[src/rtl/delay_pipe_sched.sv]
// Round-robin scheduler for two requesters sharing one fixed-latency delay pipe,
// with downstream credit tracking, a shadow owner-tag pipe, and a flush/drain FSM.
module delay_pipe_sched #(
    parameter int DATA_WIDTH = 8,
    parameter int LATENCY    = 2,
    parameter int CREDITS    = 4
) (
    input  logic                  clk,
    input  logic                  aclr,
    input  logic                  enable,
    input  logic                  flush,
    input  logic                  req0_valid,
    input  logic [DATA_WIDTH-1:0] req0_data,
    output logic                  req0_ready,
    input  logic                  req1_valid,
    input  logic [DATA_WIDTH-1:0] req1_data,
    output logic                  req1_ready,
    output logic [DATA_WIDTH-1:0] pipe_in_data,
    output logic                  pipe_in_vld,
    input  logic                  cred_ret,
    output logic                  out_vld,
    output logic                  out_id,
    output logic                  busy,
    output logic                  flush_done,
    output logic                  cred_err
);

    localparam int CW = $clog2(CREDITS + 1);
    localparam logic [CW-1:0] CRED_MAX = CW'(CREDITS);

    localparam logic [1:0] S_IDLE  = 2'd0;
    localparam logic [1:0] S_RUN   = 2'd1;
    localparam logic [1:0] S_FLUSH = 2'd2;

    logic [1:0]         r_state;
    logic [1:0]         w_state_nxt;
    logic [CW-1:0]      r_credits;
    logic               r_last_grant;
    logic               r_cred_err;
    logic [LATENCY-1:0] r_vld_p;
    logic [LATENCY-1:0] r_id_p;

    logic w_can_issue;
    logic w_grant1;
    logic w_issue;
    logic w_inflight;

    // Issue stays closed the same cycle flush rises or enable drops, before the FSM reacts.
    assign w_can_issue = (r_state == S_RUN) && (r_credits != '0) && enable && !flush;

    always_comb begin
        w_grant1 = 1'b0;
        if (req0_valid && req1_valid) begin
            w_grant1 = ~r_last_grant;
        end else if (req1_valid) begin
            w_grant1 = 1'b1;
        end
    end

    assign req0_ready   = w_can_issue && req0_valid && !w_grant1;
    assign req1_ready   = w_can_issue && w_grant1;
    assign w_issue      = req0_ready || req1_ready;
    assign pipe_in_vld  = w_issue;
    assign pipe_in_data = req1_ready ? req1_data :
                          req0_ready ? req0_data : '0;

    assign w_inflight = |r_vld_p;
    assign out_vld    = r_vld_p[LATENCY-1];
    assign out_id     = r_id_p[LATENCY-1];
    assign busy       = (r_state != S_IDLE) || w_inflight;
    assign flush_done = (r_state == S_FLUSH) && !w_inflight;
    assign cred_err   = r_cred_err;

    always_comb begin
        w_state_nxt = r_state;
        case (r_state)
            S_IDLE:  if (enable && !flush) w_state_nxt = S_RUN;
            S_RUN:   if (flush || !enable) w_state_nxt = S_FLUSH;
            S_FLUSH: if (!w_inflight) w_state_nxt = S_IDLE;
            default: w_state_nxt = S_IDLE;
        endcase
    end

    // Control stage: FSM, round-robin pointer, credits
    always_ff @(posedge clk or negedge aclr) begin
        if (!aclr) begin
            r_state      <= S_IDLE;
            r_last_grant <= 1'b1;
            r_credits    <= CRED_MAX;
            r_cred_err   <= 1'b0;
        end else begin
            r_state <= w_state_nxt;
            if (w_issue) begin
                r_last_grant <= req1_ready;
            end
            if (w_issue && !cred_ret) begin
                r_credits <= r_credits - CW'(1);
            end else if (!w_issue && cred_ret && (r_credits != CRED_MAX)) begin
                r_credits <= r_credits + CW'(1);
            end
            if (cred_ret && (r_credits == CRED_MAX)) begin
                r_cred_err <= 1'b1;
            end
        end
    end

    // Shadow stages _p0.._p(LATENCY-1): owner tag travels beside the external pipe data
    always_ff @(posedge clk or negedge aclr) begin
        if (!aclr) begin
            r_vld_p <= '0;
            r_id_p  <= '0;
        end else begin
            r_vld_p[0] <= w_issue;
            r_id_p[0]  <= req1_ready;
            for (int i = 1; i < LATENCY; i++) begin
                r_vld_p[i] <= r_vld_p[i-1];
                r_id_p[i]  <= r_id_p[i-1];
            end
        end
    end

endmodule

[config.mk]
export PLATFORM = sky130hd
export DESIGN_NAME = delay_pipe_sched
export DESIGN_NICKNAME = d
export VERILOG_FILES = /design/src/rtl/delay_pipe_sched.sv
export SDC_FILE = /design/constraint.sdc
export NUM_CORES = 1
export LEC_CHECK = 0
export ABC_AREA = 1
export CAP_MARGIN = 25
export CORE_MARGIN = 5
export CORE_UTILIZATION = 31
export DETAILED_ROUTE_END_ITERATION = 8
export GPL_TIMING_DRIVEN = 0
export PLACE_DENSITY_LB_ADDON = 0.3
export SETUP_SLACK_MARGIN = 0.1
export SYNTH_ARGS = -nofsm -noshare
export SYNTH_HDL_FRONTEND = slang
export SYNTH_SLANG_ARGS = --single-unit
export TNS_END_PERCENT = 100
[constraint.sdc]
create_clock -name clk -period 1.7 [get_ports clk]
set_input_delay 0.34 -clock clk [delete_from_list [all_inputs] [get_ports clk]]
set_output_delay 0.34 -clock clk [all_outputs]
set_load 0.01 [all_outputs]
Word level (Yosys, flattened, before mapping)
Cells that the tools add are included.
{"block": "totals", "mem_bits_rw": 0, "memories": 0, "ff_bits": 11, "out_inout_bits": 16, "rom_bits": 0, "latchBits": 0, "inputBits": 23, "word_cells": 54}
{"block": "classes", "multipliers": 0, "n_div": 0, "bitwise": 1, "reduce_logical": 28, "shifts": 0, "magnitude_cmp": 0, "n_eq_ne": 7, "add_sub_neg": 2, "mux": 10}
{"op": "8-bit two-way mux", "n": 2}
{"op": "1-bit logical AND", "n": 13}
{"op": "1-bit logical NOT", "n": 6}
{"op": "2-bit two-way mux", "n": 3}
{"op": "3-bit two-way mux", "n": 2}
{"op": "2-bit one-hot mux with 3 select lines", "n": 1}
{"op": "2-bit inequality test (second input constant)", "n": 2}
{"op": "2-bit nonzero test", "n": 2}
{"op": "3-bit by 1-bit adder with 3-bit output (second input constant)", "n": 1}
{"op": "3-bit == test (second input constant)", "n": 1}
{"op": "1-bit logical OR", "n": 3}
{"op": "3-bit inequality test (second input constant)", "n": 1}
{"op": "3-bit AND reduction", "n": 1}
{"op": "3-bit nonzero test", "n": 1}
{"op": "3-bit by 1-bit subtractor with 3-bit output (second input constant)", "n": 1}
{"op": "2-bit by 1-bit == test with 1-bit output (second input constant)", "n": 1}
{"op": "2-bit == test (second input constant)", "n": 1}
{"op": "2-bit logical NOT", "n": 1}
{"op": "1-bit two-way mux", "n": 2}
{"op": "2-bit by 1-bit inequality test with 1-bit output (second input constant)", "n": 1}
{"op": "2-bit OR reduction", "n": 1}
{"op": "1-bit NOT", "n": 1}

Logic depth before layout (Yosys ltp)
Gate-level depths: netlist of run 1.
{"block": "depth", "word_depth": 12, "mapped_depth": 13, "depth_no_buf": 13}

Worst setup path before layout of run 1
No wires, ideal clock.
{"block": "synth_timing", "kind": "register -> register", "start": "register r_credits[2]", "end": "register r_credits[1]", "required_ns": 1.579, "setup_slack_ns": -0.019, "setup_ns": 0.121, "path_buffers": 0, "path_stages_with_launch": 10, "period_less_slack_ns": 1.719, "t_arrival_ns": 1.598, "cell_sequence": "dfstp_2 > inv_1 > nand3_1 > nand3_2 > nand2_1 > nand2_2 > inv_1 > fa_1 > nand2_1 > o21ai_1"}
{"block": "synth_via", "elab_chain_len": 11, "word_cells_on_any_way": 15, "cone_classes": "eq/ne (1); mux (1); reduce/logical (13)"}
{"element": "start, declared", "line": "37", "text": "logic [CW-1:0] r_credits;"}
{"element": "start signal, assigned", "line": "97", "text": "r_credits <= r_credits - CW'(1);"}
{"element": "start signal, assigned", "line": "99", "text": "r_credits <= r_credits + CW'(1);"}
{"element": "3-bit nonzero test *", "line": "49", "text": "assign w_can_issue = (r_state == S_RUN) && (r_credits != '0) && enable && !flush;"}
{"element": "1-bit logical AND * (3 in a row)", "line": "49"}
{"element": "1-bit logical AND (2 in a row)", "line": "60", "text": "assign req0_ready = w_can_issue && req0_valid && !w_grant1;"}
{"element": "1-bit logical OR *", "line": "62", "text": "assign w_issue = req0_ready || req1_ready;"}
{"element": "via pipe_in_vld", "line": "19", "text": "output logic pipe_in_vld,"}
{"element": "1-bit logical NOT", "line": "98", "text": "end else if (!w_issue && cred_ret && (r_credits != CRED_MAX)) begin"}
{"element": "1-bit logical AND (2 in a row)", "line": "98"}
{"element": "2-bit nonzero test (no source line)"}
The timed path passes the listed nets; every way through them passes the cells marked *.
A chain may end at the register's enable or synchronous reset.

Worst setup path in the final report of run 1
{"block": "layout_timing", "start": "register r_credits[2]", "end": "output port pipe_in_data[1]"}
{"block": "layout_via", "elab_chain_len": 8, "word_cells_on_any_way": 9, "cone_classes": "mux (2); reduce/logical (7)"}
{"element": "3-bit nonzero test *", "line": "49"}
{"element": "1-bit logical AND * (3 in a row)", "line": "49"}
{"element": "1-bit logical AND (2 in a row)", "line": "60"}
{"element": "8-bit two-way mux", "line": "65", "text": "req0_ready ? req0_data : '0;"}
{"element": "8-bit two-way mux *", "line": "64", "text": "assign pipe_in_data = req1_ready ? req1_data :"}
{"element": "end, declared", "line": "18", "text": "output logic [DATA_WIDTH-1:0] pipe_in_data,"}
Mark *: on every way between the ends. The rest lies on a longest branch, timed or not.

==> summary.md, run 1 <==
| Metric | Value |
|---|---|
| Dominant synthesized flop cell | `dfrtp_1` |
| Core Box Area | `1920 um^2` |
| Worst-path cell with the longest stage delay | `dfstp_2` |
| Register area | `279 um^2` |
| Core Rows | `16` |
| PortBufs | `38` |
| Post-Synth Adder-Cell Area | `0.0329` |
| Synth Area in Compound Gates | `0.0412` |
| Sw Share | `0.350` |
| First-pass GRT wire length | `3060 um` |
| # setup viols final | `10` |
| Worst EP arrival | `1.57 ns` |
| Io pins | `39` |
| Syn_area_per_cell | `7.42 um^2` |
| Final worst path period share | `1.12` |
| Clock latency on the worst-skew pair | `0.27 ns` |
| Hold path startpoint | `r_id_p[0]` |
| RSZ-0062 raised after global routing | `yes` |
| FF-to-FF path depth | `10` |
| Via density | `4.34` |
| Simple-gate area share of the yosys netlist | `0.393` |
| Total track usage | `0.142` |
| Worst hold-check path type | `register to register` |
| Clock skew | `0.0115 ns` |
| Largest net degree at the start of global routing | `12` |
| Initial Utilization | `0.316` |
| LEAKAGE | `0.000653 uW` |
| Setup ws final | `-0.208 ns` |
| Initial antenna violation count | `0` |
| Clock Tree Root | `clkbuf_4` |
| Seq cells post-synth | `11` |
| Post-synthesis xor/xnor area fraction | `0` |
| Initial DRC count | `2` |
| CTS H-tree lvls | `1` |
| Max-slew violation count | `0` |
| Crit Reg-Reg Startpoint | `r_credits[2]` |
| Worst setup EP type | `output port` |
| Post-synth EDFFs | `0` |
| Cell mode on critical path | `nand2_1` |
| Power Density | `882 nW/um^2` |
| Hold Path Stages | `0` |
| 1st-pass router iterations | `2` |
| Worst path cell trace | `inv_2, nand3_4, nand3_2, or2_4, clkinv_4, nand2_1, nand2_1, buf_2` |
| Reg2Reg Setup Slack | `-0.04 ns` |
| Worst slew margin | `0.688` |
| Average routed wire per standard cell | `11.4 um` |
| Clk network pwr share | `0.162` |
| Die height | `54.3 um` |
| Routed WL | `1950 um` |
| Seq/Total Area, Yosys | `0.457` |
| Nets@finish | `169` |
| Non-filler cells, final | `171` |
| Multi-input gate area | `367 um^2` |
| # diodes | `0` |
| Hold worst-path end | `r_id_p[1]` |
| Hold_buf cts | `0` |
| Startpoint types | `register` |
| DP HPWL | `1260 um` |
| Critical path class | `register to output port` |
| Proportion of layout cells with a drive suffix above 1 | `0.479` |
| Failing checks | `negative setup slack` |
| CP Max Fanout | `5` |
| GPL Wtd Cong | `0.685` |
| Final hold viol count | `0` |
| Max Fclk | `524 MHz` |
| Mapped cell area | `608 um^2` |
| Clk slew on worst S/H paths | `0.08 ns` |
| Measured slew at the worst slew-check pin | `0.467 ns` |
| Routed Antenna Nets | `0` |
| Comb pwr share | `0.480` |
| Largest buffer count on any clock path | `2` |
| # fillers | `167` |
| Routed vias | `742` |
| Inserted Clock Buffers | `3` |
| Fin crit period | `1.91 ns` |
| CTS tree | `yes` |
| Max rail drop VDD | `744 uV` |
| Critical Path RT | `1.36 ns` |
| Full die area | `2950 um^2` |
| Max_cap viols | `0` |
| P_int | `710 uW` |
| Seq pwr share | `0.358` |
| Syn Inst Count | `82` |
| CTS Sinks | `11` |
| Vias in the first global route | `757` |
| Main combinational cell family by area after synthesis | `simple AND/OR/NAND/NOR gates` |
| Slowest stage delay, CP | `0.54 ns` |
| Reg-to-Reg End | `r_credits[1]` |
| Post-route cell area | `1240 um^2` |
| Grt ovf | `0` |
| Mux cell area share after synthesis | `0` |
| Status | `finished, violations left` |
| Sw Pwr | `383 uW` |
| # DRC | `0` |
| Die Width | `54.3 um` |
| Layout area overhead | `104%` |
| DP Area | `1030 um^2` |
| Synth warnings | `0` |
| Yosys cell types | `20` |
| Inst Count DP | `147` |
| FFs w/ async S/R, synth | `1.00` |
| Post-Synthesis Net Count | `106` |
## power by group through the flow
stage	Combinational, uW	Sequential (uW)	Clock, uW
floorplan	187	390	0
CTS	387	386	180
global placement	308	393	0
finish	524	391	178
detailed placement	320	396	0
global route	577	402	190
## synthesized netlist by cell type (2+ instances only)
cell / n / area share
nand2_1: 39 / 0.24
dfrtp_1: 9 / 0.37
inv_1: 8 / 0.049
nand3_1: 5 / 0.041
nor2_1: 4 / 0.025
dfstp_2: 2 / 0.086
nand3_2: 2 / 0.033
## cells in the final DEF (no fill, tap or decap), types with 3 or more instances in the layout
master,synthesis,routed
buf_2,0,10
clkinv_4,1,3
dfrtp_1,9,8
dlygate4sd2_1,0,4
clkdlybuf4s50_1,0,21
nor2_1,4,3
buf_6,0,4
nand2_1,39,28
inv_1,8,3
buf_4,0,17
nand3_1,5,3
inv_2,1,6
nand2_2,1,10
clkbuf_4,0,3
## critical path: cells and delay by family, from the launching register on
kind | cells | cell delay (ns)
and+or+nand+nor | 5 | 0.50
buffers and inverters | 3 | 0.26
DFF | 1 | 0.54
## worst max-delay path by stage
stage                                  to  slack (ns)    startpoint  cells after the start
final                     pipe_in_data[1]       -0.21  r_credits[2]                      8
after global placement    pipe_in_data[7]       -0.80        enable                      9
after CTS                 pipe_in_data[1]       -0.21  r_credits[2]                      8
after global routing      pipe_in_data[6]       -0.29  r_credits[2]                      8
after detailed placement  pipe_in_data[4]       -0.81        enable                      9
after floorplan              r_credits[1]        0.08    r_state[1]                     10
## per-stage QoR
step           hold WS (ns)  worst slack (ns)  total power (uW)  setup TNS (ns)  utilization
2_1_floorplan        0.0444            0.0833               577               0            -
3_3_place_gp          0.334            -0.798               701           -8.83        0.536
3_5_place_dp          0.344            -0.807               716           -8.99        0.536
4_1_cts               0.359            -0.206               952           -1.76        0.594
5_1_grt               0.373            -0.287              1170           -2.65        0.645
6_report              0.354            -0.208              1090           -1.73        0.645
## repair_timing
action,CTS,global route
setup endpoints to repair,15,15
resized for setup,70,18
endpoints found under the hold margin,0,0
cloned,1,0
pin swaps,9,4
setup buffers,12,7
## registers in the layout, summed over array words and instances (netlist names)
signal	count
r_vld_p	2
r_id_p	2
cred_err	1
r_last_grant	1
r_credits	3
r_state	2
## cell type report
type / count / area share
Tap cell: 27 / 0.0273
Sequential cell: 11 / 0.225
Timing Repair inverter: 1 / 0.00707
Inverter: 11 / 0.0414
Timing Repair Buffer: 57 / 0.382
Clock buffer: 4 / 0.0212
Multi-Input combinational cell: 60 / 0.296
## kinds of logic after synthesis
family	after synthesis
compound gates	4
buf+inv	11
simple gates	55
fa+ha+maj	1
flops	11
## layer usage
| layer | track usage | part of all wire | vias to the layer above |
|---|---|---|---|
| li1 | - | - | 381 |
| met1 | 0.154 | 0.42 | 340 |
| met2 | 0.273 | 0.54 | 21 |
| met3 | 0.0490 | 0.049 | 0 |
| met4 | 0.0124 | 0 | 0 |
| met5 | 0 | 0 | - |
Note: power is estimated with default switching activity, not from simulation.
==> inputs of run 2 (changes only) <==
--- a/config.mk
+++ b/config.mk
@@ -8,7 +8,8 @@
 export ABC_AREA = 1
 export CAP_MARGIN = 25
 export CORE_MARGIN = 5
-export CORE_UTILIZATION = 31
+export CORE_UTILIZATION = 35
+export CTS_CLUSTER_DIAMETER = 50
 export DETAILED_ROUTE_END_ITERATION = 8
 export GPL_TIMING_DRIVEN = 0
 export PLACE_DENSITY_LB_ADDON = 0.3
==> constraint.sdc (replaced) <==
create_clock -name clk -period 1.9 [get_ports clk]
set_input_delay 0.38 -clock clk [delete_from_list [all_inputs] [get_ports clk]]
set_output_delay 0.38 -clock clk [all_outputs]
set_load 0.01 [all_outputs]
==> summary.md, run 2 (same netlist as run 1, synthesis figures left out) <==
| Metric | Value |
|---|---|
| Status | `finished, violations left` |
| Failing checks | `negative setup slack` |
| Most common cell after layout, fill and taps aside | `nand2_1` |
| Core Rows | `15 (-1)` |
| Initial DRC count | `13 (+11)` |
| # diodes | `0 (unchanged)` |
| CTS tree | `yes` |
| Average routed wire per standard cell | `13.3 um (+16%)` |
| Power Density | `795 nW/um^2 (-9.8%)` |
| Initial antenna violation count | `0 (unchanged)` |
| Full die area | `2670 um^2 (-9.4%)` |
| Io pins | `39 (unchanged)` |
| # DRC | `0 (unchanged)` |
| Die height | `51.7 um (-4.8%)` |
| Nets@finish | `167 (-1.2%)` |
| CTS H-tree lvls | `1 (unchanged)` |
| Worst path cell trace | `inv_2, nand3_4, nand3_2, or2_4, clkinv_4, nand2_2, nand2_1, buf_2` |
| Worst EP arrival | `1.62 ns (+0.05 ns)` |
| Layout area overhead | `96.1%` |
| Fin util | `0.706 (+0.0614)` |
| Max_cap viols | `0 (unchanged)` |
| Startpoint types | `register` |
| Initial Utilization | `0.360 (+0.0436)` |
| Proportion of layout cells with a drive suffix above 1 | `0.423 (-0.0566)` |
| Clock skew | `0.00486 ns (-0.00668 ns)` |
| DP HPWL | `1360 um (+8.4%)` |
| LEAKAGE | `0.000638 uW (-2.3%)` |
| Inserted Clock Buffers | `3 (unchanged)` |
| # fillers | `133 (-20%)` |
| GPL Wtd Cong | `0.764 (+12%)` |
| Non-filler cells, final | `159 (-7.0%)` |
| Most frequent cells in the layout | `nand2_1 (30), clkdlybuf4s50_1 (21), buf_4 (16), nand2_2 (9)` |
| RSZ-0062 raised after global routing | `yes` |
| CP Max Fanout | `5 (unchanged)` |
| Via density | `4.87 (+12%)` |
| Setup ws final | `-0.101 ns (+0.107 ns)` |
| Fin crit period | `2.00 ns` |
| # setup viols final | `8 (-2)` |
| Measured slew at the worst slew-check pin | `0.489 ns (+0.0218 ns)` |
| Worst-path cell with the longest stage delay | `dfstp_2` |
| Clk slew on worst S/H paths | `0.07 ns (about the same)` |
| Grt ovf | `0 (unchanged)` |
| CTS Sinks | `11 (unchanged)` |
| Max Fclk | `500 MHz` |
| Hold_buf cts | `0 (unchanged)` |
| Critical Path RT | `1.52 ns (+0.16 ns)` |
| Max-slew violation count | `0 (unchanged)` |
| Worst setup EP type | `output port` |
| Clock latency on the worst-skew pair | `0.27 ns (about the same)` |
| Routed WL | `2110 um (+8.2%)` |
| First-pass GRT wire length | `3170 um (+3.4%)` |
| Worst hold-check path type | `register to register` |
| Largest reg by FF count | `r_credits` |
| Max rail drop VDD | `651 uV (-13%)` |
| Critical path class | `register to output port` |
| Routed vias | `775 (+4.4%)` |
| Worst slew margin | `0.673 (-0.0146)` |
| Final hold viol count | `0 (unchanged)` |
| Total track usage | `0.157 (+0.0141)` |
| Largest register FFs | `3 (unchanged)` |
| Core Box Area | `1690 um^2 (-12%)` |
| Die Width | `51.7 um (-4.8%)` |
| Routed Antenna Nets | `0 (unchanged)` |
| Largest net degree at the start of global routing | `12 (unchanged)` |
| Final worst path period share | `1.05` |
| 1st-pass router iterations | `4 (+2)` |
| PortBufs | `38 (unchanged)` |
| Vias in the first global route | `753 (-0.53%)` |
| Clock Tree Root | `clkbuf_4` |
| Largest buffer count on any clock path | `2 (unchanged)` |
| Slowest stage delay, CP | `0.55 ns (about the same)` |
| Inst Count DP | `137 (-6.8%)` |
## run 2: metrics by stage
stage	total power, uW	instance area (um^2)	setup slack [ns]	hold WS [ns]	setup TNS, ns
after floorplan	508	608	0.181	0.0844	0
after global placement	619	1010	-0.640	0.335	-6.77
after detailed placement	635	1010	-0.637	0.337	-6.82
after CTS	829	1070	-0.0703	0.353	-0.549
after global routing	1020	1190	-0.168	0.363	-1.41
final	948	1190	-0.101	0.351	-0.698
## run 2: routing by layer
metal	vias to the layer above	global-route usage	part of all wire
met5	-	0	0
met2	30	0.311	0.54
li1	375	-	-
met1	368	0.164	0.39
met4	0	0.0262	0.0047
met3	2	0.0401	0.056
## run 2: path summary, 6_finish.rpt
check / start / end / slack, ns / depth (start not counted)
max: r_credits[2] / pipe_in_data[1] / -0.10 / 8
min: r_id_p[0] / r_id_p[1] / 0.35 / 0
max reg2reg: r_state[1] / r_credits[1] / 0.03 / 11
min reg2reg: r_id_p[0] / r_id_p[1] / 0.35 / 0
max in group asynchronous: aclr / r_last_grant / 1.10 / 1
min in group asynchronous: aclr / cred_err / 0.44 / 1
## run 2: worst max-delay path: cells and delay by family, from the launching register on
kind | cells | cell delay, ns
buf+inv | 3 | 0.25
flops | 1 | 0.55
simple gates | 5 | 0.54
## run 2: area by class of cell
cell class,count,area [um^2],share of cell area
clock buffer,4,26.3,0.0220
timing repair buffer,54,458,0.384
multi-input combinational,60,345,0.290
inverter,11,48.8,0.0409
timing repair inverter,2,13.8,0.0115
tap,17,21.3,0.0178
sequential,11,279,0.234
## run 2: what timing repair did
action	in CTS	in global routing
setup buffers	7	9
setup endpoints to repair	14	13
resized for setup	57	24
gates cloned	1	1
pin swaps	7	7
## run 2: power breakdown
group / internal (uW) / leakage [uW] / switching (uW)
registers: 308 / 0.000135 / 51.8
logic: 221 / 0.000488 / 207
clock network: 81.2 / 0.0000150 / 79.9
total: 610 / 0.000638 / 338
==> inputs of run 3 (changes only) <==
--- a/config.mk
+++ b/config.mk
@@ -7,9 +7,12 @@
 export LEC_CHECK = 0
 export ABC_AREA = 1
 export CAP_MARGIN = 25
+export CELL_PAD_IN_SITES_DETAIL_PLACEMENT = 1
+export CELL_PAD_IN_SITES_GLOBAL_PLACEMENT = 1
 export CORE_MARGIN = 5
-export CORE_UTILIZATION = 35
+export CORE_UTILIZATION = 23
 export CTS_CLUSTER_DIAMETER = 50
+export CTS_CLUSTER_SIZE = 14
 export DETAILED_ROUTE_END_ITERATION = 8
 export GPL_TIMING_DRIVEN = 0
 export PLACE_DENSITY_LB_ADDON = 0.3
==> constraint.sdc (replaced) <==
create_clock -name clk -period 2.08 [get_ports clk]
set_input_delay 0.416 -clock clk [delete_from_list [all_inputs] [get_ports clk]]
set_output_delay 0.416 -clock clk [all_outputs]
set_load 0.01 [all_outputs]
==> summary.md, run 3 (same netlist as run 1, synthesis figures left out) <==
| Metric | Value |
|---|---|
| Inst Count DP | `150 (+9.5%)` |
| LEAKAGE | `0.000648 uW (+1.7%)` |
| Power Density | `670 nW/um^2 (-16%)` |
| Full die area | `3770 um^2 (+41%)` |
| Routed WL | `2110 um (-0.14%)` |
| Clock skew | `0.00157 ns (-0.00328 ns)` |
| Tot Pwr | `792 uW (-16%)` |
| Status | `finished clean` |
| Final hold viol count | `0 (unchanged)` |
| Largest register FFs | `3 (unchanged)` |
| Clock latency on the worst-skew pair | `0.26 ns (about the same)` |
| Initial Utilization | `0.243 (-0.117)` |
| Die height | `61.4 um (+19%)` |
| CTS Sinks | `11 (unchanged)` |
| Inserted Clock Buffers | `3 (unchanged)` |
| # diodes | `0 (unchanged)` |
| Seq pwr share | `0.393 (+0.014)` |
| Max rail drop VDD | `418 uV (-36%)` |
| First-pass GRT wire length | `3190 um (+0.85%)` |
| # setup viols final | `0 (-8)` |
| Largest reg by FF count | `r_credits` |
| Max Fclk | `495 MHz` |
| Max_cap viols | `0 (unchanged)` |
| Slowest stage delay, CP | `0.40 ns (-0.15 ns)` |
| Hold Path Stages | `0 (unchanged)` |
| Grt ovf | `0 (unchanged)` |
| Fin crit period | `2.02 ns` |
| Initial antenna violation count | `0 (unchanged)` |
| Multi-input gate area | `339 um^2 (-1.8%)` |
| GPL Wtd Cong | `0.746 (-2.4%)` |
| DP HPWL | `1560 um (+14%)` |
| Comb pwr share | `0.422 (-0.029)` |
| Non-filler cells, final | `167 (+5.0%)` |
| Vias in the first global route | `768 (+2.0%)` |
| Routed vias | `725 (-6.5%)` |
| # DRC | `0 (unchanged)` |
| # fillers | `321 (+140%)` |
| Worst hold-check path type | `register to register` |
| Hold path startpoint | `r_id_p[0]` |
| Initial DRC count | `19 (+6)` |
| Core Box Area | `2500 um^2 (+48%)` |
| Measured slew at the worst slew-check pin | `0.507 ns (+0.0184 ns)` |
| Die Width | `61.4 um (+19%)` |
| Sw Share | `0.339 (-0.0180)` |
| Worst-path cell with the longest stage delay | `dfrtp_1` |
| Io pins | `39 (unchanged)` |
| Most frequent cells in the layout | `nand2_1 (29), clkdlybuf4s50_1 (21), buf_4 (11), nand2_2 (9), dfrtp_1 (9)` |
| Max-slew violation count | `0 (unchanged)` |
| Clk network pwr share | `0.185 (+0.015)` |
| Worst hold slack | `0.363 ns (+0.0121 ns)` |
| Nets@finish | `162 (-3.0%)` |
| Core Rows | `18 (+3)` |
| Register area | `278 um^2 (-0.45%)` |
| Clk slew on worst S/H paths | `0.07 ns (about the same)` |
| Startpoint types | `register` |
| Critical Path RT | `1.66 ns (+0.14 ns)` |
| Final worst path period share | `0.972` |
| CTS H-tree lvls | `1 (unchanged)` |
| CP Max Fanout | `4 (-1)` |
| Largest net degree at the start of global routing | `12 (unchanged)` |
| Most common cell after layout, fill and taps aside | `nand2_1` |
| PortBufs | `38 (unchanged)` |
| Largest buffer count on any clock path | `2 (unchanged)` |
| Worst slew margin | `0.661 (-0.0123)` |
| RSZ-0062 raised after global routing | `yes` |
| Critical path class | `register to output port` |
| Clock Tree Root | `clkbuf_4` |
| Layout area overhead | `94.4%` |
| Crit Reg-Reg Startpoint | `r_state[1]` |
| Worst EP arrival | `1.60 ns (-0.02 ns)` |
| Total track usage | `0.119 (-0.0373)` |
| Via density | `4.34 (-11%)` |
| Hold worst-path end | `r_id_p[1]` |
| P_int | `524 uW (-14%)` |
| Proportion of layout cells with a drive suffix above 1 | `0.380 (-0.0430)` |
| Worst path cell trace | `inv_2, nand2_4, nor2_4, nand3_2, or2_4, clkinv_4, nand2_2, nand2_1, buf_2` |
| Sw Pwr | `268 uW (-21%)` |
| Routed Antenna Nets | `0 (unchanged)` |
| FF-to-FF path depth | `12 (+1)` |
| Average routed wire per standard cell | `12.6 um (-4.9%)` |
| Worst setup EP type | `output port` |
| CTS tree | `yes` |
| Reg-to-Reg End | `r_credits[1]` |
| Reg2Reg Setup Slack | `0.17 ns (+0.14 ns)` |
| 1st-pass router iterations | `4 (unchanged)` |
## run 3: cell types whose count changed in the layout (fill, tap and decap cells not counted), sizes merged
cell / previous run / this run
clkdlybuf4s15: 1 / 0
buf: 27 / 22
inv: 11 / 9
dlymetal6s2s: 1 / 3
clkinvlp: 1 / 0
clkinv: 1 / 3
## run 3: critical path, delay by kind of cell, from the launching register on
family                 cells  cell delay [ns]
DFF                        1             0.40
buffers and inverters      3             0.31
and+or+nand+nor            6             0.63
## run 3: power groups by stage
stage | clock, uW | combinational (uW) | sequential (uW)
final | 146 | 335 | 311
after global routing | 163 | 375 | 317
after CTS | 151 | 286 | 325
after detailed placement | 0 | 256 | 325
after global placement | 0 | 249 | 322
after floorplan | 0 | 145 | 319
## run 3: layout make-up
class	instances	share of cell area
clock buffers	4	0.0222
repair buffers	50	0.374
multi-input cells	60	0.287
well taps	30	0.0317
inverters	11	0.0434
repair inverters	1	0.00741
flip-flops and latches	11	0.235
## run 3: repair_timing
| action | in CTS | in global routing |
|---|---|---|
| gates resized for setup | 61 | 13 |
| hold buffers | 0 | 0 |
| setup buffers | 6 | 6 |
| setup endpoints to repair | 11 | 14 |
| gates cloned | 1 | 0 |
| endpoints found under the hold margin | 0 | 0 |
| pin swaps | 8 | 5 |
## run 3: per-layer routing
layer  global-route usage  up-vias  routed length, um
li1                     -      362                  -
met1                0.122      332                843
met2                0.211       29               1030
met3               0.0419        2                209
met4               0.0636        0                 29
met5                    0        -                  0
## run 3: worst max-delay path by stage
stage	startpoint	end	cells past startpoint
after floorplan	r_credits[2]	r_credits[1]	9
after global placement	enable	pipe_in_data[2]	9
after detailed placement	enable	pipe_in_data[2]	9
after CTS	r_state[1]	pipe_in_data[4]	9
after global routing	r_state[1]	pipe_in_data[0]	9
final	r_state[1]	pipe_in_data[4]	9
## run 3: stage by stage
step	worst slack, ns	TNS [ns]	area [um^2]	utilization
floorplan	0.361	0	608	-
global placement	-0.549	-5.54	1030	0.410
detailed placement	-0.574	-5.76	1030	0.410
CTS	0.0739	0	1100	0.439
global route	-0.0505	-0.306	1180	0.473
finish	0.0591	0	1180	0.473
